`src/rtl/cordic_kernel_arbiter_pkg.sv`:
```
// Shared settings for the CORDIC kernel arbiter slice.
// Holds the default datapath widths, the default channel count and in-flight
// depth, and a channel-index type sized for the default channel count.
package package_settings;

    localparam int PKG_NUM_CHANNELS = 4;
    localparam int PKG_DATA_WIDTH   = 16;
    localparam int PKG_THETA_WIDTH  = 16;
    localparam int PKG_MAX_INFLIGHT = 16;

    typedef logic [$clog2(PKG_NUM_CHANNELS)-1:0] chan_idx_t;

endpackage

```
`src/rtl/cordic_kernel_arbiter_tag_fifo.sv`:
```
// cordic_tag_fifo: synchronous FIFO of channel tags.
// Records which channel issued each kernel sample so results can be routed
// back in issue order.
// Ports:
//   clk, reset        clock and synchronous active-high reset
//   push_i/push_tag_i write a tag (ignored when full)
//   pop_i             discard the head tag (ignored when empty)
//   head_tag_o        current head tag, valid whenever empty_o is low
//   full_o/empty_o    occupancy flags
//   count_o           number of stored tags (0..DEPTH)
module cordic_tag_fifo
    import package_settings::*;
#(
    parameter int DEPTH     = PKG_MAX_INFLIGHT,
    parameter int TAG_WIDTH = 2
) (
    input  logic                       clk,
    input  logic                       reset,
    input  logic                       push_i,
    input  logic [TAG_WIDTH-1:0]       push_tag_i,
    input  logic                       pop_i,
    output logic [TAG_WIDTH-1:0]       head_tag_o,
    output logic                       full_o,
    output logic                       empty_o,
    output logic [$clog2(DEPTH):0]     count_o
);

    localparam int AW = $clog2(DEPTH);

    logic [TAG_WIDTH-1:0] mem_q [DEPTH];
    logic [AW-1:0]        wr_ptr_q, wr_ptr_d;
    logic [AW-1:0]        rd_ptr_q, rd_ptr_d;
    logic [AW:0]          count_q, count_d;
    logic                 do_push, do_pop;

    assign full_o  = (count_q == (AW+1)'(DEPTH));
    assign empty_o = (count_q == '0);
    assign do_push = push_i && !full_o;
    assign do_pop  = pop_i && !empty_o;
    // The head must be visible in the same cycle a result arrives, so the
    // small tag array is read asynchronously rather than through a register.
    assign head_tag_o = mem_q[rd_ptr_q];
    assign count_o    = count_q;

    always_comb begin
        wr_ptr_d = wr_ptr_q;
        rd_ptr_d = rd_ptr_q;
        count_d  = count_q;
        // Pointers are AW bits wide, so they wrap modulo DEPTH for free.
        if (do_push) wr_ptr_d = wr_ptr_q + 1'b1;
        if (do_pop)  rd_ptr_d = rd_ptr_q + 1'b1;
        case ({do_push, do_pop})
            2'b10:   count_d = count_q + 1'b1;
            2'b01:   count_d = count_q - 1'b1;
            default: count_d = count_q;
        endcase
    end

    always_ff @(posedge clk) begin
        if (do_push) mem_q[wr_ptr_q] <= push_tag_i;
    end

    always_ff @(posedge clk) begin
        if (reset) begin
            wr_ptr_q <= '0;
            rd_ptr_q <= '0;
            count_q  <= '0;
        end else begin
            wr_ptr_q <= wr_ptr_d;
            rd_ptr_q <= rd_ptr_d;
            count_q  <= count_d;
        end
    end

endmodule

```
`src/rtl/cordic_kernel_arbiter.sv`:
```
// cordic_kernel_arbiter: shares one cordic_kernel between NUM_CHANNELS
// requesters with round-robin arbitration, and routes each kernel result back
// to the channel that issued it, in issue order.
// Ports:
//   clk, reset                  clock and synchronous active-high reset
//   req_valid/req_ready         per-channel handshake (ready is one-hot or 0)
//   req_data_i/req_data_q       per-channel samples, channel k at slice k
//   kernel_data_i/q, _enable    registered sample issued to the kernel
//   kernel_output_data_*        kernel result inputs
//   res_valid (one-hot), res_data_i/q/theta, res_channel   routed result
//   inflight_count              samples issued and not yet returned
//   err_orphan                  sticky: result arrived with no tag pending
module cordic_kernel_arbiter
    import package_settings::*;
#(
    parameter int NUM_CHANNELS = PKG_NUM_CHANNELS,
    parameter int DATA_WIDTH   = PKG_DATA_WIDTH,
    parameter int THETA_WIDTH  = PKG_THETA_WIDTH,
    parameter int MAX_INFLIGHT = PKG_MAX_INFLIGHT
) (
    input  logic                               clk,
    input  logic                               reset,
    input  logic [NUM_CHANNELS-1:0]            req_valid,
    output logic [NUM_CHANNELS-1:0]            req_ready,
    input  logic [NUM_CHANNELS*DATA_WIDTH-1:0] req_data_i,
    input  logic [NUM_CHANNELS*DATA_WIDTH-1:0] req_data_q,
    output logic [DATA_WIDTH-1:0]              kernel_data_i,
    output logic [DATA_WIDTH-1:0]              kernel_data_q,
    output logic                               kernel_enable,
    input  logic [DATA_WIDTH-1:0]              kernel_output_data_i,
    input  logic [DATA_WIDTH-1:0]              kernel_output_data_q,
    input  logic [THETA_WIDTH-1:0]             kernel_output_data_theta,
    input  logic                               kernel_output_data_valid,
    output logic [NUM_CHANNELS-1:0]            res_valid,
    output logic [DATA_WIDTH-1:0]              res_data_i,
    output logic [DATA_WIDTH-1:0]              res_data_q,
    output logic [THETA_WIDTH-1:0]             res_data_theta,
    output logic [$clog2(NUM_CHANNELS)-1:0]    res_channel,
    output logic [$clog2(MAX_INFLIGHT):0]      inflight_count,
    output logic                               err_orphan
);

    localparam int CW = $clog2(NUM_CHANNELS);
    localparam logic [NUM_CHANNELS-1:0] ONE = {{(NUM_CHANNELS-1){1'b0}}, 1'b1};

    // Per-channel views of the packed sample buses.
    logic [DATA_WIDTH-1:0] ch_data_i [NUM_CHANNELS];
    logic [DATA_WIDTH-1:0] ch_data_q [NUM_CHANNELS];

    for (genvar gi = 0; gi < NUM_CHANNELS; gi++) begin : g_unpack
        assign ch_data_i[gi] = req_data_i[gi*DATA_WIDTH +: DATA_WIDTH];
        assign ch_data_q[gi] = req_data_q[gi*DATA_WIDTH +: DATA_WIDTH];
    end

    logic [CW-1:0] ptr_q, ptr_d;
    logic [CW-1:0] grant_idx;
    logic [CW-1:0] cand_idx;
    logic          grant_found;
    logic          issue_fire;
    logic          fifo_full, fifo_empty;
    logic [CW-1:0] head_tag;
    logic          pop_fire;

    // Round-robin search: start just after the last winner and wrap.
    always_comb begin
        grant_found = 1'b0;
        grant_idx   = '0;
        cand_idx    = '0;
        for (int i = 1; i <= NUM_CHANNELS; i++) begin
            cand_idx = CW'((int'(ptr_q) + i) % NUM_CHANNELS);
            if (!grant_found && req_valid[cand_idx]) begin
                grant_found = 1'b1;
                grant_idx   = cand_idx;
            end
        end
    end

    // Ready depends only on the registered occupancy; a same-cycle pop does
    // not free a slot until the next cycle.
    assign issue_fire = grant_found && !fifo_full;
    assign req_ready  = issue_fire ? (ONE << grant_idx) : '0;
    assign ptr_d      = issue_fire ? grant_idx : ptr_q;

    // A result with no pending tag is an orphan: flagged, never popped.
    assign pop_fire = kernel_output_data_valid && !fifo_empty;

    cordic_tag_fifo #(
        .DEPTH     (MAX_INFLIGHT),
        .TAG_WIDTH (CW)
    ) u_tag_fifo (
        .clk        (clk),
        .reset      (reset),
        .push_i     (issue_fire),
        .push_tag_i (grant_idx),
        .pop_i      (pop_fire),
        .head_tag_o (head_tag),
        .full_o     (fifo_full),
        .empty_o    (fifo_empty),
        .count_o    (inflight_count)
    );

    always_ff @(posedge clk) begin
        if (reset) begin
            ptr_q          <= CW'(NUM_CHANNELS - 1);
            kernel_enable  <= 1'b0;
            kernel_data_i  <= '0;
            kernel_data_q  <= '0;
            res_valid      <= '0;
            res_data_i     <= '0;
            res_data_q     <= '0;
            res_data_theta <= '0;
            res_channel    <= '0;
            err_orphan     <= 1'b0;
        end else begin
            ptr_q         <= ptr_d;
            kernel_enable <= issue_fire;
            if (issue_fire) begin
                kernel_data_i <= ch_data_i[grant_idx];
                kernel_data_q <= ch_data_q[grant_idx];
            end
            res_valid <= pop_fire ? (ONE << head_tag) : '0;
            if (pop_fire) begin
                res_data_i     <= kernel_output_data_i;
                res_data_q     <= kernel_output_data_q;
                res_data_theta <= kernel_output_data_theta;
                res_channel    <= head_tag;
            end
            if (kernel_output_data_valid && fifo_empty) err_orphan <= 1'b1;
        end
    end

endmodule

```
`config.mk`:
```
export PLATFORM = sky130hd
export DESIGN_NAME = cordic_kernel_arbiter
export DESIGN_NICKNAME = d
export VERILOG_FILES = /design/src/rtl/cordic_kernel_arbiter_pkg.sv /design/src/rtl/cordic_kernel_arbiter_tag_fifo.sv /design/src/rtl/cordic_kernel_arbiter.sv
export SDC_FILE = /design/constraint.sdc
export NUM_CORES = 1
export LEC_CHECK = 0
export ABC_AREA = 1
export BUFFER_PORTS_ARGS = -buffer_cell sky130_fd_sc_hd__buf_4
export CAP_MARGIN = 30
export CORE_UTILIZATION = 25
export DETAILED_ROUTE_END_ITERATION = 10
export RECOVER_POWER = 100
export SYNTH_ARGS = -nofsm -noshare
export SYNTH_HDL_FRONTEND = slang
export SYNTH_SLANG_ARGS = --single-unit
```
`constraint.sdc`:
```
create_clock -name clk -period 9 [get_ports clk]
set_input_delay 2.25 -clock clk [delete_from_list [all_inputs] [get_ports clk]]
set_output_delay 2.25 -clock clk [all_outputs]
set_load 0.03 [all_outputs]
```
# After elaboration in Yosys (flattened, before gate mapping)

Memory sizes are Yosys's and may differ from the RTL's. A register that Yosys moved wholly into a read port is not among the register bits.
Cells that the tools add are included.

Reduce and logical (&&, ||, !) cells: 16
Magnitude comparators: 5
Equal/unequal tests: 3
Bitwise operators: 2
Muxes and demuxes: 28
Shift operators: 2
Add/sub/neg operators: 8

Operators by type and width:

| operator                                             | count |
|---|---|
| binary-select mux 16 bit (select 2 bit)              | 2 |
| two-way mux 16 bit                                   | 4 |
| < comparator 2 x 3 -> 1 bit (second input constant)  | 4 |
| two-way mux 4 bit                                    | 3 |
| two-way mux 1 bit                                    | 10 |
| case mux 5 bit (2 select lines)                      | 1 |
| adder 4 x 1 -> 4 bit (second input constant)         | 2 |
| binary-select mux 1 bit (select 2 bit)               | 4 |
| logical AND 1 bit                                    | 8 |
| two-way mux 2 bit                                    | 4 |
| left shift 1 x 2 -> 4 bit (first input constant)     | 2 |
| adder 5 x 1 -> 5 bit (second input constant)         | 1 |
| equality test 5 bit (second input constant)          | 1 |
| logical NOT 1 bit                                    | 5 |
| logical NOT 5 bit                                    | 1 |
| subtractor 5 x 1 -> 5 bit (second input constant)    | 1 |
| adder 2 x 1 -> 2 bit (second input constant)         | 2 |
| adder 2 bit (second input constant)                  | 2 |
| >= comparator 3 bit (second input constant)          | 1 |
| inverter 2 -> 3 bit                                  | 1 |
| equality test 2 x 1 -> 1 bit (second input constant) | 1 |
| equality test 2 bit (second input constant)          | 1 |
| nonzero test 2 bit                                   | 1 |
| OR reduction 2 bit                                   | 1 |
| inverter 1 bit                                       | 1 |

Bits in registers: 103
Word-level logic and storage cells: 78
Output and inout bits: 97
Memory bits (writable): 32
Bits of input ports: 183
Memories kept: 1

Memory list:

| name             | words | bits a word | rd ports | clocked after memory_dff | write ports | RTL line                             | text |
|---|---|---|---|---|---|---|---|
| u_tag_fifo.mem_q | 16    | 2           | 1        | 1                        | 1           | cordic_kernel_arbiter_tag_fifo.sv:30 | `logic [TAG_WIDTH-1:0] mem_q [DEPTH];` |

# Logic depth before layout (Yosys ltp)

Gate-level depths: netlist of run 1.

Word-level depth: 17
Mapped depth: 24
Mapped depth without buffers: 20

# Hierarchy

Synthesis of run 1 repeated with hierarchy kept, for this count alone.

Cells, all modules: 941
Area total of the unflattened synthesis: 6,707.7 µm²

By module, submodules not included:

| module                | instances | seq. area each (µm²) | area an instance (µm²) | cells an instance |
|---|---|---|---|---|
| cordic_kernel_arbiter | 1         | 1,801.7              | 4,458.0                | 717 |
| cordic_tag_fifo       | 1         | 1,301.2              | 2,249.7                | 224 |

# Least setup slack after synthesis of run 1

OpenSTA, ideal clock, no wires.

Kind: input-to-output
From: input req_valid[2]
To: output req_ready[0]
Stages on the path: 10
Slack: 2,927 ps
Required time: 6,750 ps
Arrival: 3,823 ps
Buffers on the path: 2
Cell sequence: nand2_1 nand2_1 inv_1 nand2_1 o21ai_0 nand3_1 nand2_2 buf_4 buf_2 nor3_1

Longest elaborated chain between the ends: 14
Elaborated cells on any way between the ends: 25
Those cells by class: 1 x shift; 17 x mux; 7 x reduce/logical

Ends and longest elaborated chain:

| what                                                                  | RTL line                                                 | text |
|---|---|---|
| from (decl)                                                           | cordic_kernel_arbiter.sv:23                              | `input logic [NUM_CHANNELS-1:0] req_valid,` |
| binary-select mux 1 bit (select 2 bit)                                | cordic_kernel_arbiter.sv:71                              | `if (!grant_found && req_valid[cand_idx]) begin` |
| two-way mux 1 bit (implied by the code)                               | cordic_kernel_arbiter.sv:71                              |  |
| two-way mux 1 bit                                                     | cordic_kernel_arbiter.sv:71                              |  |
| logical NOT 1 bit                                                     | cordic_kernel_arbiter.sv:71                              |  |
| logical AND 1 bit                                                     | cordic_kernel_arbiter.sv:71                              |  |
| two-way mux 1 bit                                                     | cordic_kernel_arbiter.sv:71                              |  |
| logical NOT 1 bit                                                     | cordic_kernel_arbiter.sv:71                              |  |
| logical AND 1 bit                                                     | cordic_kernel_arbiter.sv:71                              |  |
| two-way mux 1 bit                                                     | cordic_kernel_arbiter.sv:71                              |  |
| logical NOT 1 bit                                                     | cordic_kernel_arbiter.sv:71                              |  |
| logical AND 1 bit                                                     | cordic_kernel_arbiter.sv:71                              |  |
| two-way mux 2 bit / two-way mux 1 bit (equally long branches)         | cordic_kernel_arbiter.sv:71                              |  |
| left shift 1 x 2 -> 4 bit / logical AND 1 bit (equally long branches) | cordic_kernel_arbiter.sv:81, cordic_kernel_arbiter.sv:80 |  |
| two-way mux 4 bit *                                                   | cordic_kernel_arbiter.sv:81                              | `assign req_ready = issue_fire ? (ONE << grant_idx) : '0;` |
| to (decl)                                                             | cordic_kernel_arbiter.sv:24                              | `output logic [NUM_CHANNELS-1:0] req_ready,` |

Mark *: on every way between the ends. The rest lies on a longest branch, timed or not. The select of a mux whose other input is x is not followed.

# Worst setup path in the final report of run 1

From: input req_valid[0]
To: output req_ready[2]

Longest elaborated chain between the ends: 14
Elaborated cells on any way between the ends: 25
Those cells by class: 1 x shift; 17 x mux; 7 x reduce/logical

Ends and longest elaborated chain:

| what                                    | RTL line                    | text |
|---|---|---|
| binary-select mux 1 bit (select 2 bit)  | cordic_kernel_arbiter.sv:71 |  |
| two-way mux 1 bit (implied by the code) | cordic_kernel_arbiter.sv:71 |  |
| two-way mux 1 bit                       | cordic_kernel_arbiter.sv:71 |  |
| logical NOT 1 bit                       | cordic_kernel_arbiter.sv:71 |  |
| logical AND 1 bit                       | cordic_kernel_arbiter.sv:71 |  |
| two-way mux 1 bit                       | cordic_kernel_arbiter.sv:71 |  |
| logical NOT 1 bit                       | cordic_kernel_arbiter.sv:71 |  |
| logical AND 1 bit                       | cordic_kernel_arbiter.sv:71 |  |
| two-way mux 1 bit                       | cordic_kernel_arbiter.sv:71 |  |
| logical NOT 1 bit                       | cordic_kernel_arbiter.sv:71 |  |
| logical AND 1 bit                       | cordic_kernel_arbiter.sv:71 |  |
| two-way mux 2 bit *                     | cordic_kernel_arbiter.sv:71 |  |
| named net grant_idx[1]                  | cordic_kernel_arbiter.sv:56 | `logic [CW-1:0] grant_idx;` |
| left shift 1 x 2 -> 4 bit *             | cordic_kernel_arbiter.sv:81 |  |
| two-way mux 4 bit *                     | cordic_kernel_arbiter.sv:81 |  |

Mark *: on every way through the listed nets, which the timed path passes. The rest lies on a longest branch. The select of a mux whose other input is x is not followed.

==> results.sh, run 1 <==
export IMPL_clk_transition_reported_paths_ns=0.06
export IMPL_rows=59
export IMPL_reg2regPathDepth=12
export IMPL_final_area_sq_um=9120
export IMPL_drt_iter0_markers=245
export IMPL_grt_pass1_wl_um=31200
export IMPL_maxSlewHeadroom_pct=-61.9
export IMPL_postRouteWirelength_um=20500
export IMPL_drcViolationCount=0
export IMPL_boundaryPins=280
export IMPL_crit_buf_inv=3
export IMPL_holdCritStartpoint="res_channel[1]"
export IMPL_synth_seq_area_share_pct=46.7
export IMPL_min_period_ns=7.29
export IMPL_slew_viol_final=147
export IMPL_dp_cells=1456
export IMPL_layout_setup_ws_ns=1.71
export IMPL_crit_family="simple AND/OR/NAND/NOR gates"
export IMPL_power_leakage_nw=4.14
export IMPL_synth_distinct_cells=36
export IMPL_crit_top_cell="nand2_1"
export IMPL_critPathKind="in -> out"
export IMPL_clockBufferDepth=2
export IMPL_clock_root_buffer="clkbuf_16"
export IMPL_hold_violations=0
export IMPL_status="finished, violations left"
export IMPL_synth_seq_cells=139
export IMPL_instances_no_fill=1488
export IMPL_vias=6470
export IMPL_cap_violations=3
export IMPL_holdPathEnd="res_channel[1]"
export IMPL_grt_start_max_net_pins=53
export IMPL_antenna_found_initial=0
export IMPL_violations="max-capacitance violations, max-slew violations"
export IMPL_layout_nets=1330
export IMPL_clock_skew_ns=0.0113
export IMPL_power_density_nw_per_um2=379
export IMPL_dieWidth_um=165
export IMPL_totalPowerFinal_mw=3.46
export IMPL_worstSkewPairLatency_ns=0.41
export IMPL_drtPass1Iterations=5
export IMPL_ant_nets=0
export IMPL_via_per_inst=4.35
export IMPL_dieArea_sq_um=27200
export IMPL_syn_nets=1076
export IMPL_core_area_sq_um=26100
export IMPL_hpwlAfterDp_um=14900
export IMPL_grt_pass1_vias=6124
export IMPL_cts_hold_buf=0
export IMPL_io_buffers=279
export IMPL_cts_sinks=139
export IMPL_track_usage_pct=14.8
export IMPL_max_stage_delay_ns=0.78
export IMPL_critPathCaptureType="output port"
export IMPL_start_kind="input pin"
export IMPL_layout_common_cells="nand2_1 (203), buf_4 (183), nor2_1 (144), dfxtp_1 (107), o21ai_0 (106)"
export IMPL_timing_rr_end="kernel_data_q[0]"
export IMPL_ys_flop_type="dfxtp_1"
export IMPL_holdWs_ns=0.474
export IMPL_crit_chain="buf_4 > nand2_1 > nand2_1 > nand2_1 > nand2_1 > nor2_1 > nand2_1 > o21ai_1 > inv_1 > nand2_1 > nand2_1 > nor2_1 > buf_4"
export IMPL_hp_class="reg -> reg"
export IMPL_chipHeight_um=165
export IMPL_timing_rr_start="ptr_q[0]"
export IMPL_vdd_drop_max_mv=0.157
export IMPL_rsz0062_at_grt="false"
export IMPL_syn_area_sq_um=6640
export IMPL_post_dp_cell_area_sq_um=8950
export IMPL_syn_avg_cell_area_sq_um=7.49
export IMPL_fin_crit_sh_pct=81.0
export IMPL_cts_tree="yes"
export IMPL_syn2layout_area_growth_pct=37.4
export IMPL_drive_above_1_share_pct=19.5
export IMPL_start_util_pct=25.5
export IMPL_fin_util_pct=35.0
export IMPL_crit_fanout=25
export IMPL_diodes=0
export IMPL_cp_slowest_cell="nand2_1"
export IMPL_ctsResizeCount=0
export IMPL_yosys_warnings=0
export IMPL_worst_endpoint_required_ns=6.75
export IMPL_synth_edff_count=32
export IMPL_cts_max_level=4
export IMPL_worst_pin_slew_ns=2.43
export IMPL_clock_fmax_mhz=137
export IMPL_place_congestion=0.845
export IMPL_pre_cts_ws_ns=2.40
export IMPL_syn_inst=886
export IMPL_postCtsSetupBuffers=0
export IMPL_avgRoutedWirePerCell_um=13.8
export IMPL_synthArstFlopShare_pct=0
export IMPL_setup_viol=0
export IMPL_critPathArrivalTime_ns=5.04
export IMPL_final_common_cell="nand2_1"
export IMPL_fillerInstances=2829
export IMPL_cts_buffers=17
export IMPL_whs_path_depth=2
export IMPL_reg2reg_slack_ns=4.32
export IMPL_grt_ovfl_total=0
export IMPL_setup_tns_ns=0
how the worst max path moves through the flow:
stage,from,end,slack [ns],cells after the start
final,req_valid[0],req_ready[2],1.71,13
after global routing,req_valid[1],req_ready[2],1.42,13
after CTS,req_valid[1],req_ready[2],2.40,13
after detailed placement,req_valid[1],req_ready[2],2.40,13
after global placement,req_valid[3],req_ready[2],2.44,13
after floorplan,req_valid[2],req_ready[0],2.93,10
kinds of logic after synthesis:
kind of cell	Yosys count	synth area share (%)
muxes	8	1.21
AOI/OAI and AO/OA	178	15.2
DFF	139	46.7
adders and majority gates	7	1.32
buffers and inverters	130	8.54
xor gates and xnor gates	5	0.660
and+or+nand+nor	419	26.4
cell usage after synthesis (6+ instances only):
cell type  number  area share, %
o21ai_0       105            7.9
dfxtp_1       107             32
ha_1            7            1.3
o211ai_1       44            5.0
nand2_1       201             11
edfxtp_1       32             14
a21oi_1        17            1.3
or2_0           6           0.57
nor2_1        143            8.1
mux2i_1         8            1.2
o21ai_1        10           0.75
inv_1          74            4.2
buf_2          12           0.90
buf_6           7            1.2
clkbuf_1       24            1.4
nand3_1        26            2.0
or2_1          26            2.5
final cells by class:
class | count | area (sq um) | share of cell area (%)
clock inverter | 14 | 159 | 1.74
sequential | 139 | 3100 | 34.0
tap | 335 | 419 | 4.59
timing repair buffer | 285 | 1760 | 19.3
clock buffer | 18 | 429 | 4.70
multi-input combinational | 617 | 2950 | 32.3
inverter | 80 | 303 | 3.32
routing by layer:
layer | up-vias | routed length [um] | GRT usage, %
met3 | 21 | 1680 | 5.35
met1 | 2866 | 8480 | 16.5
met4 | 0 | 306 | 4.34
li1 | 3371 | - | -
met2 | 212 | 10000 | 26.2
met5 | - | 0 | 0
power by group:
group | switching, mW | internal (mW) | total (mW)
combinational | 1.26 | 0.505 | 1.77
sequential | 0.114 | 0.873 | 0.987
clock | 0.287 | 0.415 | 0.701
total | 1.67 | 1.79 | 3.46
worst register-to-register path, stage by stage, from the launching register on:
cell      delay [ns]
dfxtp_1         0.55
inv_4           0.10
nand2_1         0.08
nand2_1         0.10
nand2_1         0.10
nand2_1         0.07
nor2_1          0.18
nand3_1         0.15
nand3_1         1.26
inv_1           1.16
or2_2           0.61
o211ai_1        0.13
nand2_1         0.08
flip-flops by register name, summed over array words and instances (netlist names), 5 cells and up, named ones only:
| register | count |
|---|---|
| kernel_data_q | 16 |
| u_tag_fifo.mem_q | 32 |
| u_tag_fifo.count_o | 5 |
| res_data_theta | 16 |
| kernel_data_i | 16 |
| res_data_q | 16 |
| res_data_i | 16 |
Power figures use the tool's default switching activity.
==> run 2, diff against run 1 <==
ABC_AREA = 0   (was 1)
clock period = 6.5 ns   (was 9 ns; I/O delays follow)
==> run 2 against run 1 <==
Effect of this change:
- the run ends with design-rule violations, max-capacitance violations, max-slew violations left
- critical path type is now in -> reg
- critical endpoint is now kernel_data_i[13]
- power shrank 8.1%
- sequential share of layout area decreased by 0.36 points
- largest cell class is now multi-input gates
- design area grew 1.1%
==> results.sh, run 2 <==
export IMPL_status="finished, violations left"
export IMPL_cts_tree="yes"
export IMPL_cp_slowest_cell="or3b_1"
export IMPL_worst_pin_slew_ns=3.21
export IMPL_via_per_inst=4.74
export IMPL_synthSimpleGateAreaFrac_pct=21.4
export IMPL_postRouteWirelength_um=20800
export IMPL_max_stage_delay_ns=1.90
export IMPL_synth_largest_area_cell="dfxtp_1"
export IMPL_cts_hold_buf=0
export IMPL_pre_cts_ws_ns=1.48
export IMPL_clockBufferDepth=2
export IMPL_yosysMostFrequentCell="nand2_1"
export IMPL_clock_skew_ns=0.0145
export IMPL_synthTopCellsByArea="dfxtp_1 (32%), edfxtp_1 (14%), a221oi_2 (7.1%)"
export IMPL_syn_avg_cell_area_sq_um=9.66
export IMPL_synth_top_family_by_area="simple AND/OR/NAND/NOR gates"
export IMPL_timing_rr_start="ptr_q[0]"
export IMPL_place_congestion=0.794
export IMPL_fin_util_pct=35.2
export IMPL_critPathKind="in -> reg"
export IMPL_chipHeight_um=166
export IMPL_sw_frac_of_total_pct=37.5
export IMPL_muxShareOfSynthArea_pct=3.77
export IMPL_worstSkewPairLatency_ns=0.42
export IMPL_layout_nets=1131
export IMPL_cts_sinks=139
export IMPL_crit_fanout=65
export IMPL_final_common_cell="buf_4"
export IMPL_p_seq_share_pct=35.7
export IMPL_hold_violations=0
export IMPL_maxSlewHeadroom_pct=-114
export IMPL_crit_chain="clkbuf_1 > nor2_1 > o21ai_4 > clkbuf_2 > or3b_1 > buf_4 > a221oi_1 > o31ai_1"
export IMPL_clock_fmax_mhz=188
export IMPL_synthArstFlopShare_pct=0
export IMPL_io_buffers=279
export IMPL_clock_power_share_pct=31.7
export IMPL_grt_pass1_wl_um=32500
export IMPL_yosys_warnings=0
export IMPL_synth_adder_area_share_pct=1.30
export IMPL_cts_max_level=4
export IMPL_synth_compound_area_share_pct=21.2
export IMPL_slew_viol_final=172
export IMPL_layout_setup_ws_ns=1.17
export IMPL_post_dp_cell_area_sq_um=9070
export IMPL_whs_path_depth=2
export IMPL_grt_pass1_vias=5966
export IMPL_final_area_sq_um=9220
export IMPL_syn2layout_area_growth_pct=37.0
export IMPL_synth_distinct_cells=49
export IMPL_synth_xor_area_share_pct=1.17
export IMPL_synth_edff_count=32
export IMPL_critPathCaptureType="flip-flop"
export IMPL_synth_top_area_share_pct=31.8
export IMPL_synth_common_cells="nand2_1 (109), dfxtp_1 (107), and2_1 (65)"
export IMPL_drtPass1Iterations=8
export IMPL_start_kind="input pin"
export IMPL_dieWidth_um=166
export IMPL_ant_nets=0
export IMPL_hp_class="reg -> reg"
export IMPL_crit_family="simple AND/OR/NAND/NOR gates"
export IMPL_drcViolationCount=9
export IMPL_holdPathEnd="res_data_q[2]"
export IMPL_timing_rr_end="kernel_data_i[13]"
export IMPL_p_switching_mw=1.19
export IMPL_regMostFlops="u_tag_fifo.mem_q"
export IMPL_syn_inst=697
export IMPL_layout_common_cells="buf_4 (186), nand2_1 (109), dfxtp_1 (107), clkbuf_1 (102), and2_1 (65)"
export IMPL_synth_seq_area_share_pct=46.1
export IMPL_holdWs_ns=0.452
export IMPL_fin_crit_sh_pct=82.0
export IMPL_critPathArrivalTime_ns=5.65
export IMPL_setup_viol=0
export IMPL_boundaryPins=280
export IMPL_worst_endpoint_required_ns=6.82
export IMPL_reg2reg_slack_ns=2.74
export IMPL_instances_no_fill=1289
export IMPL_diodes=0
export IMPL_syn_nets=887
export IMPL_cts_buffers=17
export IMPL_cap_violations=3
export IMPL_holdCritStartpoint="res_data_q[2]"
export IMPL_power_leakage_nw=3.49
export IMPL_hpwlAfterDp_um=14400
export IMPL_start_util_pct=25.7
export IMPL_rows=59
export IMPL_postCtsSetupBuffers=0
export IMPL_track_usage_pct=14.9
export IMPL_synth_seq_cells=139
export IMPL_largest_reg_flops=32
export IMPL_clock_root_buffer="clkbuf_16"
export IMPL_p_comb_share_pct=32.6
export IMPL_fillerInstances=2793
export IMPL_avgRoutedWirePerCell_um=16.2
export IMPL_area_sequential_sq_um=3100
export IMPL_antenna_found_initial=0
export IMPL_core_area_sq_um=26200
export IMPL_multi_input_comb_area_sq_um=3250
export IMPL_violations="design-rule violations, max-capacitance violations, max-slew violations"
export IMPL_power_density_nw_per_um2=345
export IMPL_grt_start_max_net_pins=74
export IMPL_clk_transition_reported_paths_ns=0.07
export IMPL_drive_above_1_share_pct=27.3
export IMPL_vias=6116
export IMPL_grt_ovfl_total=0
export IMPL_reg2regPathDepth=6
export IMPL_dieArea_sq_um=27600
export IMPL_ys_flop_type="dfxtp_1"
export IMPL_rsz0062_at_grt="false"
export IMPL_totalPowerFinal_mw=3.18
export IMPL_setup_tns_ns=0
export IMPL_min_period_ns=5.33
export IMPL_p_int_mw=1.99
export IMPL_syn_area_sq_um=6730
export IMPL_drt_iter0_markers=253
export IMPL_vdd_drop_max_mv=0.139
export IMPL_crit_buf_inv=3
export IMPL_dp_cells=1257
export IMPL_ctsResizeCount=0
==> run 2: worst reg2reg max path, delay by kind of cell (launching register included) <==
| family | cells | cell delay, ns |
|---|---|---|
| compound gates | 3 | 0.83 |
| buf+inv | 1 | 0.59 |
| flops | 1 | 0.36 |
| simple gates | 2 | 1.89 |
==> run 2: worst max path at each step <==
stage / cells after the start / slack [ns] / endpoint / startpoint
4_1_cts: 6 / 1.48 / req_ready[0] / req_valid[3]
3_3_place_gp: 6 / 1.50 / req_ready[0] / req_valid[3]
6_report: 8 / 1.17 / kernel_data_i[13] / req_valid[0]
2_1_floorplan: 6 / 1.54 / req_ready[1] / req_valid[3]
3_5_place_dp: 6 / 1.48 / req_ready[0] / req_valid[3]
5_1_grt: 8 / 0.85 / kernel_data_i[8] / req_valid[0]
==> run 2: final cells by class <==
class | instances | share of cell area [%]
Clock buffer | 19 | 5.03
Clock inverter | 13 | 1.70
Inverter | 10 | 0.407
Multi-Input combinational cell | 483 | 35.3
Sequential cell | 139 | 33.7
Tap cell | 335 | 4.55
Timing Repair Buffer | 290 | 19.4
==> run 2: logic make-up after synthesis <==
kind of cell    after synthesis
mux                          15
compound gates              174
flops                       139
simple gates                278
xor+xnor                      9
buf+inv                      75
fa+ha+maj                     7
==> run 2: power groups by stage <==
| stage | Clock, mW | Combinational [mW] | Sequential, mW |
|---|---|---|---|
| finish | 1.01 | 1.04 | 1.13 |
| global route | 1.07 | 1.13 | 1.16 |
| CTS | 1.04 | 1.16 | 1.14 |
| detailed placement | 0 | 1.16 | 1.16 |
| global placement | 0 | 1.15 | 1.15 |
| floorplan | 0 | 0.532 | 1.35 |
==> run 2: per-layer routing <==
metal / track usage (%) / vias up / part of all wire, %
met5: 0 / - / 0
met3: 4.43 / 31 / 7.1
li1: - / 3014 / -
met2: 26.0 / 219 / 50
met1: 17.2 / 2852 / 41
met4: 5.24 / 0 / 2.0
